## src/rtl/hdmi_line_sched.sv

```systemverilog
// hdmi_line_sched: bank scheduler for a PPU-to-HDMI line buffer, clocked in the HDMI pixel domain.
//
// The PPU writer fills one bank per visible line. The HDMI reader replays each bank for SUB_Y
// output lines. The block tracks occupancy, flags overflow and underflow, and requests a PPU
// stall when the buffer is near full. After a fault it resynchronises the two frame cadences.
//
// Ports:
//   clk_h, rst_h      HDMI pixel clock; asynchronous active-high reset
//   wr_line_done      PPU finished the bank at wr_bank (already synchronised to clk_h)
//   wr_frame_start    PPU visible line 0 begins
//   rd_line_start     HDMI output line boundary
//   rd_frame_start    HDMI frame boundary (replaces rd_line_start in that cycle)
//   wr_bank, rd_bank  bank the PPU writes next / bank the HDMI reads
//   rd_valid          rd_bank holds valid data
//   out_line          PPU line index currently shown
//   level             completed, unretired banks, including the displayed one
//   stall_req         level is at NBUF-1 or higher while filling or running
//   overflow          1-cycle pulse
//   underflow         1-cycle pulse
//   locked            running with no fault since the last lock
//
// Optional feature macro HDMI_LINE_SCHED_STATS_EN adds ovf_cnt/unf_cnt. These are saturating
// fault counters that only rst_h clears.
module hdmi_line_sched #(
  parameter int unsigned NBUF           = 4,
  parameter int unsigned SUB_Y          = 2,
  parameter int unsigned ISCREEN_HEIGHT = 240,
  parameter int unsigned PREFILL        = 2
) (
  input  logic                    clk_h,
  input  logic                    rst_h,
  input  logic                    wr_line_done,
  input  logic                    wr_frame_start,
  input  logic                    rd_line_start,
  input  logic                    rd_frame_start,
  output logic [$clog2(NBUF)-1:0] wr_bank,
  output logic [$clog2(NBUF)-1:0] rd_bank,
  output logic                    rd_valid,
  output logic [8:0]              out_line,
  output logic [$clog2(NBUF):0]   level,
  output logic                    stall_req,
  output logic                    overflow,
  output logic                    underflow,
  output logic                    locked
`ifdef HDMI_LINE_SCHED_STATS_EN
  ,
  output logic [15:0]             ovf_cnt,
  output logic [15:0]             unf_cnt
`endif
);

  localparam int unsigned BW = $clog2(NBUF);
  localparam int unsigned LW = BW + 1;
  localparam int unsigned SW = (SUB_Y > 1) ? $clog2(SUB_Y) : 1;

  typedef enum logic [1:0] {StIdle, StPrefill, StRun, StResync} state_e;

  state_e          state_q, state_d;
  logic [BW-1:0]   wr_bank_q, wr_bank_d;
  logic [BW-1:0]   rd_bank_q, rd_bank_d;
  logic [LW-1:0]   level_q, level_d;
  logic [8:0]      out_line_q, out_line_d;
  logic [SW-1:0]   sub_q, sub_d;
  logic            fault_q, fault_d;
  logic            valid_q, valid_d;
  logic            stall_q, stall_d;
  logic            ovf_q, ovf_d;
  logic            unf_q, unf_d;
  logic            locked_q, locked_d;

  logic            wr_en, wr_ok, ret, ret_ok;

  always_comb begin
    state_d    = state_q;
    wr_bank_d  = wr_bank_q;
    rd_bank_d  = rd_bank_q;
    level_d    = level_q;
    out_line_d = out_line_q;
    sub_d      = sub_q;
    fault_d    = fault_q;
    ovf_d      = 1'b0;
    unf_d      = 1'b0;
    ret        = 1'b0;

    wr_en = wr_line_done && ((state_q == StPrefill) || (state_q == StRun));

    if (state_q == StRun) begin
      if (rd_frame_start) begin
        ret   = 1'b1;
        sub_d = '0;
      end else if (rd_line_start) begin
        if (sub_q == SW'(SUB_Y - 1)) begin
          ret   = 1'b1;
          sub_d = '0;
        end else begin
          sub_d = sub_q + SW'(1);
        end
      end
    end

    // Both fault checks use the pre-update level. A successful retire makes room for a write
    // in the same cycle.
    ret_ok = ret && (level_q >= LW'(2));
    unf_d  = ret && !ret_ok;
    ovf_d  = wr_en && (level_q == LW'(NBUF)) && !ret_ok;
    wr_ok  = wr_en && !ovf_d;

    level_d = level_q + LW'(wr_ok) - LW'(ret_ok);
    if (wr_ok) wr_bank_d = wr_bank_q + BW'(1);
    if (ret_ok) begin
      rd_bank_d = rd_bank_q + BW'(1);
      if (out_line_q < 9'(ISCREEN_HEIGHT - 1)) out_line_d = out_line_q + 9'd1;
    end
    if ((state_q == StRun) && rd_frame_start) out_line_d = '0;
    if (ovf_d || unf_d) fault_d = 1'b1;

    unique case (state_q)
      StIdle: begin
        if (wr_frame_start) state_d = StPrefill;
      end
      StPrefill: begin
        if (rd_frame_start && (level_q >= LW'(PREFILL))) begin
          state_d    = StRun;
          out_line_d = '0;
          sub_d      = '0;
        end
      end
      StRun: begin
        if (rd_frame_start && fault_q) state_d = StResync;
      end
      StResync: begin
        if (wr_frame_start) state_d = StPrefill;
      end
      default: state_d = StIdle;
    endcase

    // Flush while in (or entering) resync. The reader restarts at the writer's bank, so the
    // two cadences line up again from the next PPU frame.
    if ((state_q == StResync) || (state_d == StResync)) begin
      level_d   = '0;
      rd_bank_d = wr_bank_d;
      fault_d   = 1'b0;
    end

    valid_d  = (state_d == StRun);
    locked_d = (state_d == StRun) && !fault_d;
    stall_d  = ((state_d == StPrefill) || (state_d == StRun)) && (level_d >= LW'(NBUF - 1));
  end

  always_ff @(posedge clk_h or posedge rst_h) begin
    if (rst_h) begin
      state_q    <= StIdle;
      wr_bank_q  <= '0;
      rd_bank_q  <= '0;
      level_q    <= '0;
      out_line_q <= '0;
      sub_q      <= '0;
      fault_q    <= 1'b0;
      valid_q    <= 1'b0;
      stall_q    <= 1'b0;
      ovf_q      <= 1'b0;
      unf_q      <= 1'b0;
      locked_q   <= 1'b0;
    end else begin
      state_q    <= state_d;
      wr_bank_q  <= wr_bank_d;
      rd_bank_q  <= rd_bank_d;
      level_q    <= level_d;
      out_line_q <= out_line_d;
      sub_q      <= sub_d;
      fault_q    <= fault_d;
      valid_q    <= valid_d;
      stall_q    <= stall_d;
      ovf_q      <= ovf_d;
      unf_q      <= unf_d;
      locked_q   <= locked_d;
    end
  end

  assign wr_bank   = wr_bank_q;
  assign rd_bank   = rd_bank_q;
  assign rd_valid  = valid_q;
  assign out_line  = out_line_q;
  assign level     = level_q;
  assign stall_req = stall_q;
  assign overflow  = ovf_q;
  assign underflow = unf_q;
  assign locked    = locked_q;

`ifdef HDMI_LINE_SCHED_STATS_EN
  logic [15:0] ovf_cnt_q, unf_cnt_q;

  always_ff @(posedge clk_h or posedge rst_h) begin
    if (rst_h) begin
      ovf_cnt_q <= '0;
      unf_cnt_q <= '0;
    end else begin
      if (ovf_d && (ovf_cnt_q != 16'hFFFF)) ovf_cnt_q <= ovf_cnt_q + 16'd1;
      if (unf_d && (unf_cnt_q != 16'hFFFF)) unf_cnt_q <= unf_cnt_q + 16'd1;
    end
  end

  assign ovf_cnt = ovf_cnt_q;
  assign unf_cnt = unf_cnt_q;
`endif

endmodule
```

## config.mk

```make
export PLATFORM = sky130hd
export DESIGN_NAME = hdmi_line_sched
export DESIGN_NICKNAME = d
export VERILOG_FILES = /design/src/rtl/hdmi_line_sched.sv
export SDC_FILE = /design/constraint.sdc
export NUM_CORES = 1
export LEC_CHECK = 0
export BUFFER_PORTS_ARGS = -buffer_cell sky130_fd_sc_hd__buf_2
export CORE_ASPECT_RATIO = 0.75
export CORE_MARGIN = 4
export CORE_UTILIZATION = 40
export DETAILED_ROUTE_END_ITERATION = 16
export SLEW_MARGIN = 25
export SYNTH_ARGS = -nofsm -noshare
export SYNTH_HDL_FRONTEND = slang
export SYNTH_SLANG_ARGS = --single-unit
```

## constraint.sdc

```tcl
create_clock -name clk_h -period 6.5 [get_ports clk_h]
set_input_delay 1.3 -clock clk_h [delete_from_list [all_inputs] [get_ports clk_h]]
set_output_delay 1.3 -clock clk_h [all_outputs]
set_load 0.01 [all_outputs]
```

# After elaboration in Yosys (flattened, before gate mapping)
# Index checks and enable logic that the tools add are counted.
[classes]
n_reduce_logical = 21
eq_ne = 7
mux = 25
addsub = 6
order_cmp = 3
[op_table]
columns = ["cell", "n"]
rows = [
  ["$mux 9", 5],
  ["$mux 1", 12],
  ["$mux 2", 6],
  ["$logic_and 1x1->1", 11],
  ["$add 9x1->9 const B", 1],
  ["$lt 9x8->1 const B", 1],
  ["$eq 2x2->1 const B", 4],
  ["$ge 3x2->1 const B", 2],
  ["$pmux 2 s3", 1],
  ["$add 2x1->2 const B", 2],
  ["$eq 2x1->1 const B", 2],
  ["$logic_or 1x1->1", 4],
  ["$add 3x1->3", 1],
  ["$eq 3x3->1 const B", 1],
  ["$logic_not 1->1", 3],
  ["$mux 3", 1],
  ["$sub 3x1->3", 1],
  ["$logic_not 2->1", 1],
  ["$reduce_bool 2->1", 1],
  ["$reduce_or 2->1", 1],
  ["$add 1x1->1 const B", 1],
]
[word_totals]
out_inout_bits = 21
regBits = 25

# Depth between registers and ports, before layout
[logic_depth]
ltp_word = 14
ltp_mapped = 14
depth_no_buf = 13

# Worst setup path after synthesis
# No wires, ideal clock.
[synth_timing]
kind = "input to register"
start = "input rd_line_start"
end = "register stall_q (netlist: stall_req)"
arrival_ps = 3334
setup_time_ps = 118
path_slack_ps = 3048
path_stages = 13
required_time_ps = 6382
cell_sequence = "ha_1 > o21ai_1 > a21o_1 > buf_6 > inv_1 > ha_1 > inv_1 > ha_1 > inv_1 > fa_1 > xnor2_1 > o22ai_1 > nor2b_1"
[synth_via]
elab_chain_cells = 13
[synth_rtl]
columns = ["item", "line_no", "source"]
rows = [
  ["from (decl)", "34", "input logic rd_line_start,"],
  ["$mux 1 *", "91", "end else if (rd_line_start) begin"],
  ["$mux 1 *", "88", "if (rd_frame_start) begin"],
  ["$mux 1 *", "87", "if (state_q == StRun) begin"],
  ["$logic_and 1x1->1 *", "103", "ret_ok = ret && (level_q >= LW'(2));"],
  ["$logic_not 1->1", "105", "ovf_d = wr_en && (level_q == LW'(NBUF)) && !ret_ok;"],
  ["$logic_and 1x1->1", "105", ""],
  ["$logic_not 1->1", "106", "wr_ok = wr_en && !ovf_d;"],
  ["$logic_and 1x1->1", "106", ""],
  ["$add 3x1->3", "108", "level_d = level_q + LW'(wr_ok) - LW'(ret_ok);"],
  ["$sub 3x1->3 *", "108", ""],
  ["$mux 3 *", "139", "if ((state_q == StResync) || (state_d == StResync)) begin"],
  ["$ge 3x2->1 *", "147", "stall_d = ((state_d == StPrefill) || (state_d == StRun)) && (level_d >= LW'(NBUF - 1));"],
  ["$logic_and 1x1->1 *", "147", ""],
  ["net stall_d", "66", "logic stall_q, stall_d;"],
  ["to (signal assigned)", "173", "stall_q <= stall_d;"],
  ["to (decl)", "66", ""],
]
# The timed path passes the listed nets; every way through them passes the cells marked *.
# A chain may end at the register's enable or synchronous reset.

# Worst setup path in the final report
# Ends and elaborated chain as after synthesis.

==> reports/summary.md <==
The critical hold path startpoint was wr_bank[1]. Synthesis instantiated 40 different standard cells from the library. The relative area change from synthesis to final layout is 14.6%, and the total of buffers placed on input and output ports is 26. After filler insertion, the fill cell instance count of the layout stands at 328. The count of antenna-violating nets left after detailed routing came out at 0. Counting instances in the post-synthesis netlist gives the leading cell types as sky130_fd_sc_hd__dfrtp_1 (25), sky130_fd_sc_hd__ha_1 (12), sky130_fd_sc_hd__inv_1 (12). The floorplan step defined a core boundary enclosing 3380 um2. The pre-antenna-repair detailed-routing pass consisted of 4 iterations.

The path with the worst hold slack has its endpoint at wr_bank[1]. The post-route clock period utilization is 0.557. Summing over every cut layer, the via total after detailed routing is 1158. The logs give 0 ns for the total negative slack and 3.10 mm for the final wirelength. In this run the static leakage power is 0.820 nW. The antenna diode instance count is 0. Yosys instantiated no cell more often than sky130_fd_sc_hd__dfrtp_1. The buffer depth of the longest clock path came out at 2.

The global-route congestion overflow total came out at 0. The number of cells on the worst hold path was 1; the total number of clock tree sinks was 25. Sort of element at the start of the critical path: an input port.

TritonCTS built the clock tree. Static timing analysis puts the maximum clock frequency at 276 MHz. During synthesis, Yosys emitted a total of 0 warnings.

The die is 77.4 um wide. Of all nets on the critical path, the largest fanout is 13. The worst setup path is of the in -> reg kind.

The tightest min-delay check is of the reg -> reg type. STA classifies the critical path endpoint as a flip-flop. The worst path in the final design needs a cycle of 3.62 ns, including I/O delays and setup.

The startpoint identified for the worst register-to-register timing path is state_q[0]. 27 I/O pins were placed. The number of synthesized register bits works out to 25. The flow ran to the end, and the final reports show no timing, DRC or antenna violations. The floorplan step defined a die boundary enclosing 4640 um2.

At the worst endpoint, the required time is 6.67 ns. The number of max-capacitance violations reported is 0. Via count of the first global-routing pass: 1095.

The first-pass GRT wire length is 5.25 mm, and the number of non-filler instances in the completed layout is 212. The final count of pins violating max slew is 0, and the number of post-CTS setup repair buffers is 0. The die is 60.0 um tall. sky130_fd_sc_hd__dfrtp_1 takes more of the synthesized area than any other cell. The cell row count is 18.

Setup repair after global routing left no endpoint under its margin. The tools report the root buffer cell as sky130_fd_sc_hd__clkbuf_8. The congestion estimate from routability-driven global placement came to 0.798.

Detailed placement finished with a half-perimeter wire length of 2.30 mm. In the synthesized netlist, the number of instances is 145. Hold timing on the final database bottoms out at a slack of 0.506 ns. The final-report hold violation count was 0.

Dividing the synthesized area by the synthesized cell count gives 9.96 um2. The clock slew seen by the registers of the worst setup and hold paths is 0.08 ns. Clock skew: 0.00812 ns. Among all flip-flop cells after synthesis, the most frequent one is sky130_fd_sc_hd__dfrtp_1. VDD sags by at most 0.000218 V.

The number of violations reported at the end of detailed-routing iteration 0 is 77, and the number of enable-type register cells in the synthesized netlist is 0. The total global-route track usage was 0.146; the initial antenna violation count was 0. The run gives 208 as the number of cells after detailed placement. The effective utilization at floorplan was 0.427; the post-route total power was 0.756 mW. At the worst endpoint, the arrival time is 3.79 ns. The cell area that synthesis handed to floorplanning was 1440 um2.

Entering global routing, the biggest net connects 26 pins. Gates resized during post-CTS repair numbered 0. For this design the ratio of total power to cell area is 457 nW/um2.

The later-pin clock latency in the skew report was 0.28 ns; the total of endpoints with negative setup slack in the final report was 0. The run gives 0.547 as the relative max-transition margin. The share of synthesized flip-flops with an asynchronous set or reset was 1.00; the final layout net count was 192. For the H-tree depth, the log shows 1. The routed via count divided by cell count was 5.46; the pin slew with the least headroom to its limit was 0.675 ns. Synthesis produced a netlist with a net count of 164. The count of hold-fix buffers inserted at cts was 0; the slack of the worst reg-to-reg path was 3.28 ns. The path depth of the worst reg2reg path was 13. The tools report the portion of the post-synthesis area used by sequential elements as 0.433. For the number of DRC violations after detailed routing, the log shows 0. Dividing the detail-routed wire length by the instance count gives 14.6 um. The end of the worst register-to-register path was stall_req. Counting the buffers created by CTS gives 3.

The share of the synthesized area in the top cell type is 0.433. Ranked by total cell area, the synthesized netlist is headed by sky130_fd_sc_hd__dfrtp_1 (43%), sky130_fd_sc_hd__ha_1 (10%), sky130_fd_sc_hd__a21boi_0 (3.1%). The fraction of final layout cells with drive strength greater than 1 works out to 0.203.
## report_power, final
part	internal [mW]	switching [mW]
Combinational	0.174	0.236
Clock	0.0440	0.0506
Sequential	0.206	0.0461
## state kept, by name (all words and copies together) (netlist names)
register	count
level	3
out_line	9
sub_q	1
wr_bank	2
fault_q	1
stall_req	1
locked	1
state_q	2
rd_bank	2
overflow	1
rd_valid	1
underflow	1
## worst max path at each step
stage,end,slack (ns),cells after the start,start
after floorplan,stall_req,3.05,13,rd_line_start
after global placement,stall_req,2.72,13,rd_line_start
after detailed placement,stall_req,2.59,13,rd_line_start
after CTS,stall_req,2.88,13,rd_line_start
after global routing,stall_req,2.65,13,rd_line_start
final,stall_req,2.88,13,rd_line_start
## through the flow
step                      worst slack [ns]   util  cell area [um2]
after CTS                             2.88  0.489             1650
after global placement                2.72  0.475             1610
after detailed placement              2.59  0.475             1610
after global routing                  2.65  0.490             1660
after floorplan                       3.05      -             1440
final                                 2.88  0.490             1660
## placed cells by master (no fill, tap or decap), drive strengths merged, types with 3 or more instances in the layout
master,count
nand2,11
mux2i,4
nor2,8
a21boi,7
a31oi,3
xnor2,3
o31ai,5
or4,4
a21o,3
clkbuf,4
nor2b,4
dfrtp,25
nand2b,3
buf,26
ha,12
inv,12
a21oi,5
o21ai,5
nand3,6
## worst max-delay path: stages
cell and delay, ns:
sky130_fd_sc_hd__buf_2 0.10, sky130_fd_sc_hd__ha_1 0.20, sky130_fd_sc_hd__o21ai_1 0.30, sky130_fd_sc_hd__a21o_1 0.33
sky130_fd_sc_hd__inv_1 0.17, sky130_fd_sc_hd__ha_1 0.32, sky130_fd_sc_hd__inv_1 0.06, sky130_fd_sc_hd__ha_1 0.13
sky130_fd_sc_hd__inv_1 0.04, sky130_fd_sc_hd__fa_1 0.37, sky130_fd_sc_hd__xnor2_1 0.20, sky130_fd_sc_hd__o22ai_1 0.12
sky130_fd_sc_hd__nor2b_1 0.14
## cell families after synthesis
group | count (synthesis) | share of synthesized area
XOR/XNOR | 3 | 0.0182
buffers and inverters | 15 | 0.0442
AND/OR/NAND/NOR | 47 | 0.177
AO/OA/AOI/OAI | 38 | 0.182
multiplexers | 4 | 0.0277
flip-flops | 25 | 0.433
adder cells (fa/ha/maj) | 13 | 0.118
## layout make-up
cell class	instances	area, um2	area share
repair buffers	26	130	0.0786
inverters	12	45.0	0.0272
multi-input cells	105	759	0.459
well taps	40	50.0	0.0302
flip-flops and latches	25	626	0.378
clock buffers	4	45.0	0.0272
## layer usage
layer / vias to the layer above / global-route usage / wire length [um]
li1: 570 / - / -
met1: 557 / 0.203 / 1610
met2: 27 / 0.221 / 1270
met3: 4 / 0.0482 / 192
met4: 0 / 0.0381 / 32
met5: - / 0 / 0
Note: power is estimated with default switching activity, not from simulation.
